## config.mk

```make
export PLATFORM = sky130hd
export DESIGN_NAME = stream_turbo_frame_ctrl
export DESIGN_NICKNAME = d
export VERILOG_FILES = /design/src/rtl/stream_turbo_frame_ctrl_pkg.sv /design/src/rtl/stream_turbo_frame_ctrl_prime_interleave_counter.sv /design/src/rtl/stream_turbo_frame_ctrl.sv
export SDC_FILE = /design/constraint.sdc
export NUM_CORES = 1
export LEC_CHECK = 0
export BUFFER_PORTS_ARGS = -buffer_cell sky130_fd_sc_hd__buf_2
export CORE_MARGIN = 2
export CORE_UTILIZATION = 47
export DETAILED_ROUTE_END_ITERATION = 6
export GPL_TIMING_DRIVEN = 0
export PLACE_DENSITY_LB_ADDON = 0.08
export SETUP_SLACK_MARGIN = 0.2
export SLEW_MARGIN = 40
export SYNTH_ARGS = -nofsm -noshare
export SYNTH_HDL_FRONTEND = slang
export SYNTH_HIERARCHICAL = 1
export SYNTH_SLANG_ARGS = --single-unit
```

## constraint.sdc

```tcl
create_clock -name clk -period 1.65 [get_ports clk]
set_input_delay 0.0825 -clock clk [delete_from_list [all_inputs] [get_ports clk]]
set_output_delay 0.0825 -clock clk [all_outputs]
set_load 0.01 [all_outputs]
```

## src/rtl/stream_turbo_frame_ctrl_pkg.sv

```systemverilog
// Shared types and helpers for the turbo frame controller.
package turbo_ctrl_pkg;

    // Frame sequencing states.
    typedef enum logic [2:0] {
        LOAD  = 3'd0,
        START = 3'd1,
        WAIT  = 3'd2,
        EMIT  = 3'd3,
        DRAIN = 3'd4
    } state_e;

    // Width needed to index 0..depth-1, never narrower than one bit.
    function automatic int unsigned addr_width(input int unsigned depth);
        return (depth <= 2) ? 1 : $clog2(depth);
    endfunction

    // The last half-iteration runs interleaved when the half-iteration count is even.
    function automatic bit final_order_interleaved(input int unsigned half_iter);
        return (half_iter % 2) == 0;
    endfunction

endpackage

```

## src/rtl/stream_turbo_frame_ctrl_prime_interleave_counter.sv

```systemverilog
// Incremental address generator: k (natural) or (k*P) mod N (interleaved), no multiplier.
module prime_interleave_counter
    import turbo_ctrl_pkg::*;
#(
    parameter int unsigned N = 8,
    parameter int unsigned P = 3
) (
    input  logic                       clk,
    input  logic                       reset,
    input  logic                       clear,
    input  logic                       step,
    input  logic                       natural_mode,
    output logic [addr_width(N)-1:0]   addr
);

    localparam int unsigned IW = addr_width(N);
    localparam int unsigned SW = IW + 1;

    logic [IW-1:0] r_addr;
    logic [SW-1:0] w_inc;
    logic [SW-1:0] w_sum;
    logic [SW-1:0] w_wrapped;

    // Next address: add the step and fold back once into 0..N-1.
    always_comb begin
        w_inc     = natural_mode ? SW'(1) : SW'(P);
        w_sum     = SW'(r_addr) + w_inc;
        w_wrapped = (w_sum >= SW'(N)) ? (w_sum - SW'(N)) : w_sum;
    end

    // Accumulator register; clear has priority over step.
    always_ff @(posedge clk or posedge reset) begin
        if (reset) begin
            r_addr <= '0;
        end else if (clear) begin
            r_addr <= '0;
        end else if (step) begin
            r_addr <= IW'(w_wrapped);
        end
    end

    assign addr = r_addr;

endmodule

```

## src/rtl/stream_turbo_frame_ctrl.sv

```systemverilog
// Frame sequencer: load symbols, run half-iterations on the SISO, stream decisions out.
module stream_turbo_frame_ctrl
    import turbo_ctrl_pkg::*;
#(
    parameter int unsigned N         = 8,
    parameter int unsigned P         = 3,
    parameter int unsigned TAIL_BITS = 2,
    parameter int unsigned HALF_ITER = 3,
    parameter int unsigned AW        = addr_width(N + TAIL_BITS)
) (
    input  logic          clk,
    input  logic          reset,
    input  logic          in_valid,
    output logic          in_ready,
    output logic          wr_en,
    output logic [AW-1:0] wr_addr,
    output logic          siso_start,
    output logic          siso_interleaved,
    input  logic          siso_done,
    output logic          rd_en,
    output logic [AW-1:0] rd_addr,
    input  logic          dec_bit,
    output logic          out_valid,
    output logic          x,
    output logic          busy,
    output logic          frame_done
);

    localparam int unsigned HW       = addr_width(HALF_ITER);
    localparam int unsigned IW       = addr_width(N);
    localparam bit          FINAL_IL = final_order_interleaved(HALF_ITER);

    state_e        r_state;
    state_e        w_state_nxt;
    // Shared counter: symbols in LOAD, k in EMIT, drain cycles in DRAIN.
    logic [AW-1:0] r_cnt;
    logic [AW-1:0] w_cnt_nxt;
    logic [HW-1:0] r_hc;
    logic [HW-1:0] w_hc_nxt;
    logic          r_siso_il;
    logic          r_rd_d;
    logic          r_last_d;
    logic          r_out_valid;
    logic          r_frame_done;
    logic          r_x;
    logic          w_last_k;
    logic          w_il_clear;
    logic          w_il_natural;
    logic [IW-1:0] w_il_addr;

    // State, counters and the registered interleave flag.
    always_ff @(posedge clk or posedge reset) begin
        if (reset) begin
            r_state   <= LOAD;
            r_cnt     <= '0;
            r_hc      <= '0;
            r_siso_il <= 1'b0;
        end else begin
            r_state <= w_state_nxt;
            r_cnt   <= w_cnt_nxt;
            r_hc    <= w_hc_nxt;
            if (w_state_nxt == START || w_state_nxt == WAIT) begin
                r_siso_il <= w_hc_nxt[0];
            end
        end
    end

    // Next-state logic and per-state control strobes.
    always_comb begin
        w_state_nxt = r_state;
        w_cnt_nxt   = r_cnt;
        w_hc_nxt    = r_hc;
        in_ready    = 1'b0;
        wr_en       = 1'b0;
        wr_addr     = '0;
        siso_start  = 1'b0;
        rd_en       = 1'b0;
        w_last_k    = 1'b0;
        busy        = 1'b1;
        unique case (r_state)
            LOAD: begin
                busy     = 1'b0;
                in_ready = 1'b1;
                if (in_valid && !reset) begin
                    wr_en   = 1'b1;
                    wr_addr = r_cnt;
                    if (r_cnt == AW'(N + TAIL_BITS - 1)) begin
                        w_cnt_nxt   = '0;
                        w_hc_nxt    = '0;
                        w_state_nxt = START;
                    end else begin
                        w_cnt_nxt = r_cnt + AW'(1);
                    end
                end
            end
            START: begin
                siso_start  = 1'b1;
                w_state_nxt = WAIT;
            end
            WAIT: begin
                if (siso_done) begin
                    if (r_hc == HW'(HALF_ITER - 1)) begin
                        w_state_nxt = EMIT;
                    end else begin
                        w_hc_nxt    = r_hc + HW'(1);
                        w_state_nxt = START;
                    end
                end
            end
            EMIT: begin
                rd_en = 1'b1;
                if (r_cnt == AW'(N - 1)) begin
                    w_last_k    = 1'b1;
                    w_cnt_nxt   = '0;
                    w_state_nxt = DRAIN;
                end else begin
                    w_cnt_nxt = r_cnt + AW'(1);
                end
            end
            DRAIN: begin
                if (r_cnt == AW'(1)) begin
                    w_cnt_nxt   = '0;
                    w_state_nxt = LOAD;
                end else begin
                    w_cnt_nxt = r_cnt + AW'(1);
                end
            end
            default: begin
                w_cnt_nxt   = '0;
                w_state_nxt = LOAD;
            end
        endcase
    end

    assign w_il_clear   = (r_state != EMIT);
    assign w_il_natural = ~FINAL_IL;

    prime_interleave_counter #(
        .N (N),
        .P (P)
    ) u_il_cnt (
        .clk          (clk),
        .reset        (reset),
        .clear        (w_il_clear),
        .step         (rd_en),
        .natural_mode (w_il_natural),
        .addr         (w_il_addr)
    );

    assign rd_addr = AW'(w_il_addr);

    // Output pipeline: decision arrives one cycle after rd_en, registered once more.
    always_ff @(posedge clk or posedge reset) begin
        if (reset) begin
            r_rd_d       <= 1'b0;
            r_last_d     <= 1'b0;
            r_out_valid  <= 1'b0;
            r_frame_done <= 1'b0;
            r_x          <= 1'b0;
        end else begin
            r_rd_d       <= rd_en;
            r_last_d     <= w_last_k;
            r_out_valid  <= r_rd_d;
            r_frame_done <= r_last_d;
            r_x          <= dec_bit;
        end
    end

    assign siso_interleaved = r_siso_il;
    assign out_valid        = r_out_valid;
    assign frame_done       = r_frame_done;
    assign x                = r_x;

endmodule

```

After elaboration in Yosys (flattened, before gate mapping)
Cells that the tools add are included.
- flip-flop bits (word level): 18
- bits in read-only memories: 0
- memories kept: 0
- word-level logic and storage cells: 71
- memory bits (writable): 0
- bits in latches: 0
- mux-type cells: 30
- $mul: 0
- bitwise operators: 1
- div/mod/pow operators: 0
- reduce and logical (&&, ||, !) cells: 9
- add/subtract/negate cells: 4
- equal/unequal tests: 15
- order comparisons: 1
- shift operators: 0
- operators by type and width (kind ; count):
    2-to-1 mux 3 bit ; 8
    2-to-1 mux 4 bit ; 6
    one-hot mux 4 bit (4 select lines) ; 1
    one-hot mux 3 bit (5 select lines) ; 1
    2-to-1 mux 2 bit ; 5
    equality test 3 x 2 -> 1 bit (second input constant) ; 3
    2-to-1 mux 1 bit ; 8
    != test 2 bit (second input constant) ; 4
    equality test 3 x 1 -> 1 bit (second input constant) ; 2
    AND reduction 5 bit ; 1
    adder 3 x 1 -> 4 bit (second input constant) ; 1
    adder 4 x 1 -> 4 bit (second input constant) ; 1
    equality test 4 x 1 -> 1 bit (second input constant) ; 1
    equality test 4 x 3 -> 1 bit (second input constant) ; 1
    equality test 4 bit (second input constant) ; 1
    >= comparator 4 bit (second input constant) ; 1
    one-hot mux 2 bit (2 select lines) ; 1
    nonzero test 2 bit ; 2
    equality test 3 bit (second input constant) ; 1
    zero test 3 bit ; 1
    != test 3 x 2 -> 1 bit (second input constant) ; 1
    subtractor 3 x 1 -> 3 bit (second input constant) ; 1
    adder 2 x 1 -> 2 bit (second input constant) ; 1
    equality test 2 bit (second input constant) ; 1
    other kinds (6) ; 6

Longest topological paths before layout
- word-level depth: 6
- mapped depth: 6
- gate-level depth less buffers: 6

By module
The synthesis kept the hierarchy.
- by module, submodules not included (module ; sequential area each (µm²) ; times used ; area each (µm²) ; cells each):
    stream_turbo_frame_ctrl ; 375.4 ; 1 ; 872.1 ; 90
    prime_interleave_counter ; 75.1 ; 1 ; 163.9 ; 15

Worst setup path after synthesis
OpenSTA, ideal clock, no wires.
- kind: register -> register
- start point: reg r_state[0]
- end point: reg r_siso_il (netlist: siso_interleaved)
- required time: 1525 ps
- arrival time: 1552 ps
- setup slack: -27 ps
- cell stages (with the launch flop): 6
- setup time: 125 ps
- path through: dfrtp_1 -> or3_1 -> buf_2 -> a21o_1 -> a211oi_2 -> mux2_2
- word-level cells in the longest chain between the ends: 5
- elaborated cells on any way between the ends: 15
- ends and longest elaborated chain (what ; RTL line ; source):
    start, declared ; stream_turbo_frame_ctrl.sv:33 ; state_e r_state;
    start signal, assigned ; stream_turbo_frame_ctrl.sv:59 ; r_state <= w_state_nxt;
    2-to-1 mux 3 bit ; stream_turbo_frame_ctrl.sv:87 ; if (r_cnt == AW'(N + TAIL_BITS - 1)) begin
    2-to-1 mux 3 bit ; stream_turbo_frame_ctrl.sv:84 ; if (in_valid && !reset) begin
    one-hot mux 3 bit (5 select lines) ; stream_turbo_frame_ctrl.sv:80 ; unique case (r_state)
    equality test 3 x 1 -> 1 bit / equality test 3 x 2 -> 1 bit (equally long branches) ; stream_turbo_frame_ctrl.sv:62 ; if (w_state_nxt == START || w_state_nxt == WAIT) begin
    logical OR 1 bit ; stream_turbo_frame_ctrl.sv:62 ;
    end signal, assigned ; stream_turbo_frame_ctrl.sv:63 ; r_siso_il <= w_hc_nxt[0];
    end, declared ; stream_turbo_frame_ctrl.sv:40 ; logic r_siso_il;
Several ways; a longest one is shown, not always the timed one.
A chain may end at the register's enable or synchronous reset.

Final worst setup path
Same ends and word-level chain as after synthesis.

==> impl_metrics.json <==
{
  "cts_max_level": 1,
  "fin_hold_ws_ns": 0.1335,
  "outcome": "finished, violations left",
  "clock_sinks": 18,
  "syn_nets": 113,
  "cp.arrival_ns": 1.95,
  "finalCritPeriodShare": 1.061,
  "post_drt_via_cell_ratio": 5.161,
  "ys_types": 40,
  "yosysWarnings": 6,
  "p_sw_uw": 762.9,
  "cp_top_family": "flip-flops",
  "grt_pass1_wl_um": 3753,
  "wl_per_cell_um": 13.22,
  "ys_async_sr_fraction": 1.000,
  "synth_common_cells": "dfrtp_1 (18), inv_1 (9), nand2_1 (7), nor2_1 (7)",
  "power.internal_uw": 1293,
  "hold_path_class": "input port to flip-flop",
  "first_global_vias": 851,
  "synthSimpleGateAreaFrac": 0.2428,
  "ys_dominant_reg_cell": "dfrtp_1",
  "synth_top_family_by_area": "simple AND/OR/NAND/NOR gates",
  "synth_cells": 105,
  "synth_xor_area_frac": 0.01691,
  "cts_tree": "yes",
  "crit_chain": "or3_4 > buf_6 > a21o_1 > a211oi_2 > mux2_4",
  "fin_ws_ns": -0.1012,
  "fin_skew_ns": 0.01250,
  "leakagePower_uw": 0.0007278,
  "ant_nets": 0,
  "finalPower_uw": 2056,
  "power_density_nw_per_um2": 1387,
  "diodes": 0,
  "gp_congestion": 0.8063,
  "vias": 898,
  "cts.path.max_buffers": 2,
  "synth_area_leaders": "dfrtp_1 (43%), inv_1 (3.3%), a211oi_1 (2.9%)",
  "ys_ff_latch": 18,
  "yosysSeqAreaShare": 0.4348,
  "vdd_ir_drop_max_v": 0.0008030,
  "violations": "setup timing",
  "die-area_um2": 2596,
  "yosysMostFrequentCell": "dfrtp_1",
  "grtUsageTotal": 0.1922,
  "finalHoldViolations": 0,
  "clock_latency_ns": 0.30,
  "critPathRequiredTime_ns": 1.85,
  "max_freq_mhz": 571.0,
  "p_comb_frac": 0.560,
  "slowest_delay_ns": 0.41,
  "yosys.area.top_type": "dfrtp_1",
  "synth-edff-count": 0,
  "fillers": 155,
  "die_x_um": 50.95,
  "die_h_um": 50.95,
  "avgSynthCellArea_um2": 9.867,
  "core_area_um2": 2022,
  "period_needed_ns": 1.751,
  "worst_path_max_delay_cell": "dfrtp_1",
  "drive_above_1_share": 0.5102,
  "drtIter0Drc": 15,
  "cp-end-kind": "flip-flop",
  "setup_violations": 5,
  "maxSlewHeadroom": 0.6109,
  "grt_start_max_net_pins": 16,
  "slew_viol_final": 0,
  "synth_mux_area_frac": 0.04469,
  "postLayoutCoreUtil": 0.7333,
  "nNetsFinal": 156,
  "place_ws_ns": -0.1070,
  "pin_count": 22,
  "initial_core_util": 0.5124,
  "area_growth_pct": 43.12,
  "synth_top_area_frac": 0.4348,
  "antenna_found_initial": 0,
  "tightest_slew_ns": 0.5830,
  "crit_buf_inv": 1,
  "overflow": 0,
  "root_buffer": "clkbuf_4",
  "crit_fanout": 5,
  "portBuffers": 20,
  "cts_buffers": 3,
  "drc": 0,
  "clk_pin_slew_ns": 0.11,
  "dp_hpwl_um": 1496,
  "routed_wl_um": 2300,
  "seqPwrFrac": 0.306,
  "rows": 16,
  "clkPwrFrac": 0.134,
  "synth_compound_area_frac": 0.1449,
  "dr.pass1.iters": 4,
  "rsz0062_at_grt": "true",
  "netSwitchingFraction": 0.3710,
  "start_kind": "flip-flop",
  "critical_path_class": "flip-flop to flip-flop",
  "dp.cells": 152,
  "syn_area_um2": 1036,
  "synth-adder-area-share": 0.04348,
  "fin_cells": 174,
  "max_cap_viol_count": 0
}
-- through the flow --
stage	area, um^2	setup TNS, ns
global route	1483	-0.5875
detailed placement	1182	-0.1070
global placement	1182	-0.1069
CTS	1340	-0.3881
finish	1483	-0.2510
floorplan	1049	-0.01293
-- placed cells by master (no fill, tap or decap), types with 2 or more instances in the layout --
cell type	n
buf_4	13
and2b_1	2
conb_1	2
nor2_2	2
buf_2	19
o22ai_1	3
buf_6	9
mux2i_1	2
a21oi_2	3
dfrtp_1	18
a211oi_2	4
or3_1	2
ha_4	2
inv_1	6
mux2_4	2
nor2b_1	2
inv_2	3
and2_1	3
nand3b_1	2
nor2_1	5
dlygate4sd3_1	2
nand2_1	5
nand2b_1	3
o21ai_1	3
a21oi_1	2
clkbuf_4	3
-- per-layer routing --
| metal | part of all wire | track usage |
|---|---|---|
| met4 | 0.0061 | 0.05405 |
| met5 | 0 | 0 |
| met2 | 0.51 | 0.3485 |
| met1 | 0.44 | 0.2287 |
| met3 | 0.038 | 0.03801 |
-- power by group through the flow --
stage / Sequential, uW / Clock, uW / Combinational, uW
after global placement: 635 / 0 / 792
after detailed placement: 640 / 0 / 803
after global routing: 647 / 298 / 1270
final: 629 / 275 / 1150
after CTS: 621 / 282 / 962
after floorplan: 628 / 0 / 624
-- logic make-up (layout without fill, tap and decap cells) --
kind of cell | count (synthesis) | count (layout)
compound gates | 21 | 21
xor+xnor | 2 | 2
fa+ha+maj | 3 | 3
buf+inv | 15 | 57
flops | 18 | 18
mux | 4 | 4
other cells | 2 | 2
simple gates | 40 | 40
-- area by class of cell --
type / instances / area [um^2] / share of cell area
Timing Repair Buffer: 38 / 271.5 / 0.1831
Sequential cell: 18 / 450.4 / 0.3038
Inverter: 9 / 33.78 / 0.02278
Clock buffer: 4 / 36.28 / 0.02447
Multi-Input combinational cell: 72 / 609.3 / 0.4110
Tap cell: 27 / 33.78 / 0.02278
Buffer: 6 / 47.55 / 0.03207
-- sequential cells by signal, indices dropped and copies added, names as in the netlist, 2 cells and up --
signal and cells:
r_state 3, u_il_cnt/addr 3, r_hc 2, r_cnt 4
-- what timing repair did --
action | 4_1_cts | 5_1_grt
resized for setup | 11 | 23
setup buffers | 8 | 8
hold buffers | 2 | 0
hold endpoints to repair | 19 | 0
setup endpoints to repair | 19 | 21
pin swaps | 3 | 9
-- worst reg2reg max path, stage by stage, from the launching register on --
cell	delay, ns
dfrtp_1	0.41
or3_4	0.39
buf_6	0.14
a21o_1	0.17
a211oi_2	0.22
mux2_4	0.32
-- final timing paths --
kind | slack [ns] | start | cells past startpoint | to
max in group asynchronous | 0.82 | reset | 3 | r_cnt[0]$_DFFE_PP0P_
setup / recovery | -0.10 | r_state[0]$_DFF_PP0_ | 5 | siso_interleaved$_DFFE_PP0P_
setup reg to reg | -0.10 | r_state[0]$_DFF_PP0_ | 5 | siso_interleaved$_DFFE_PP0P_
min in group asynchronous | 0.24 | reset | 3 | u_il_cnt/addr[1]$_DFFE_PP0P_
hold / removal | 0.13 | siso_done | 3 | r_state[1]$_DFF_PP0_
hold reg to reg | 0.36 | r_last_d$_DFF_PP0_ | 0 | frame_done$_DFF_PP0_
No activity file was read; power rests on OpenSTA's default activity.
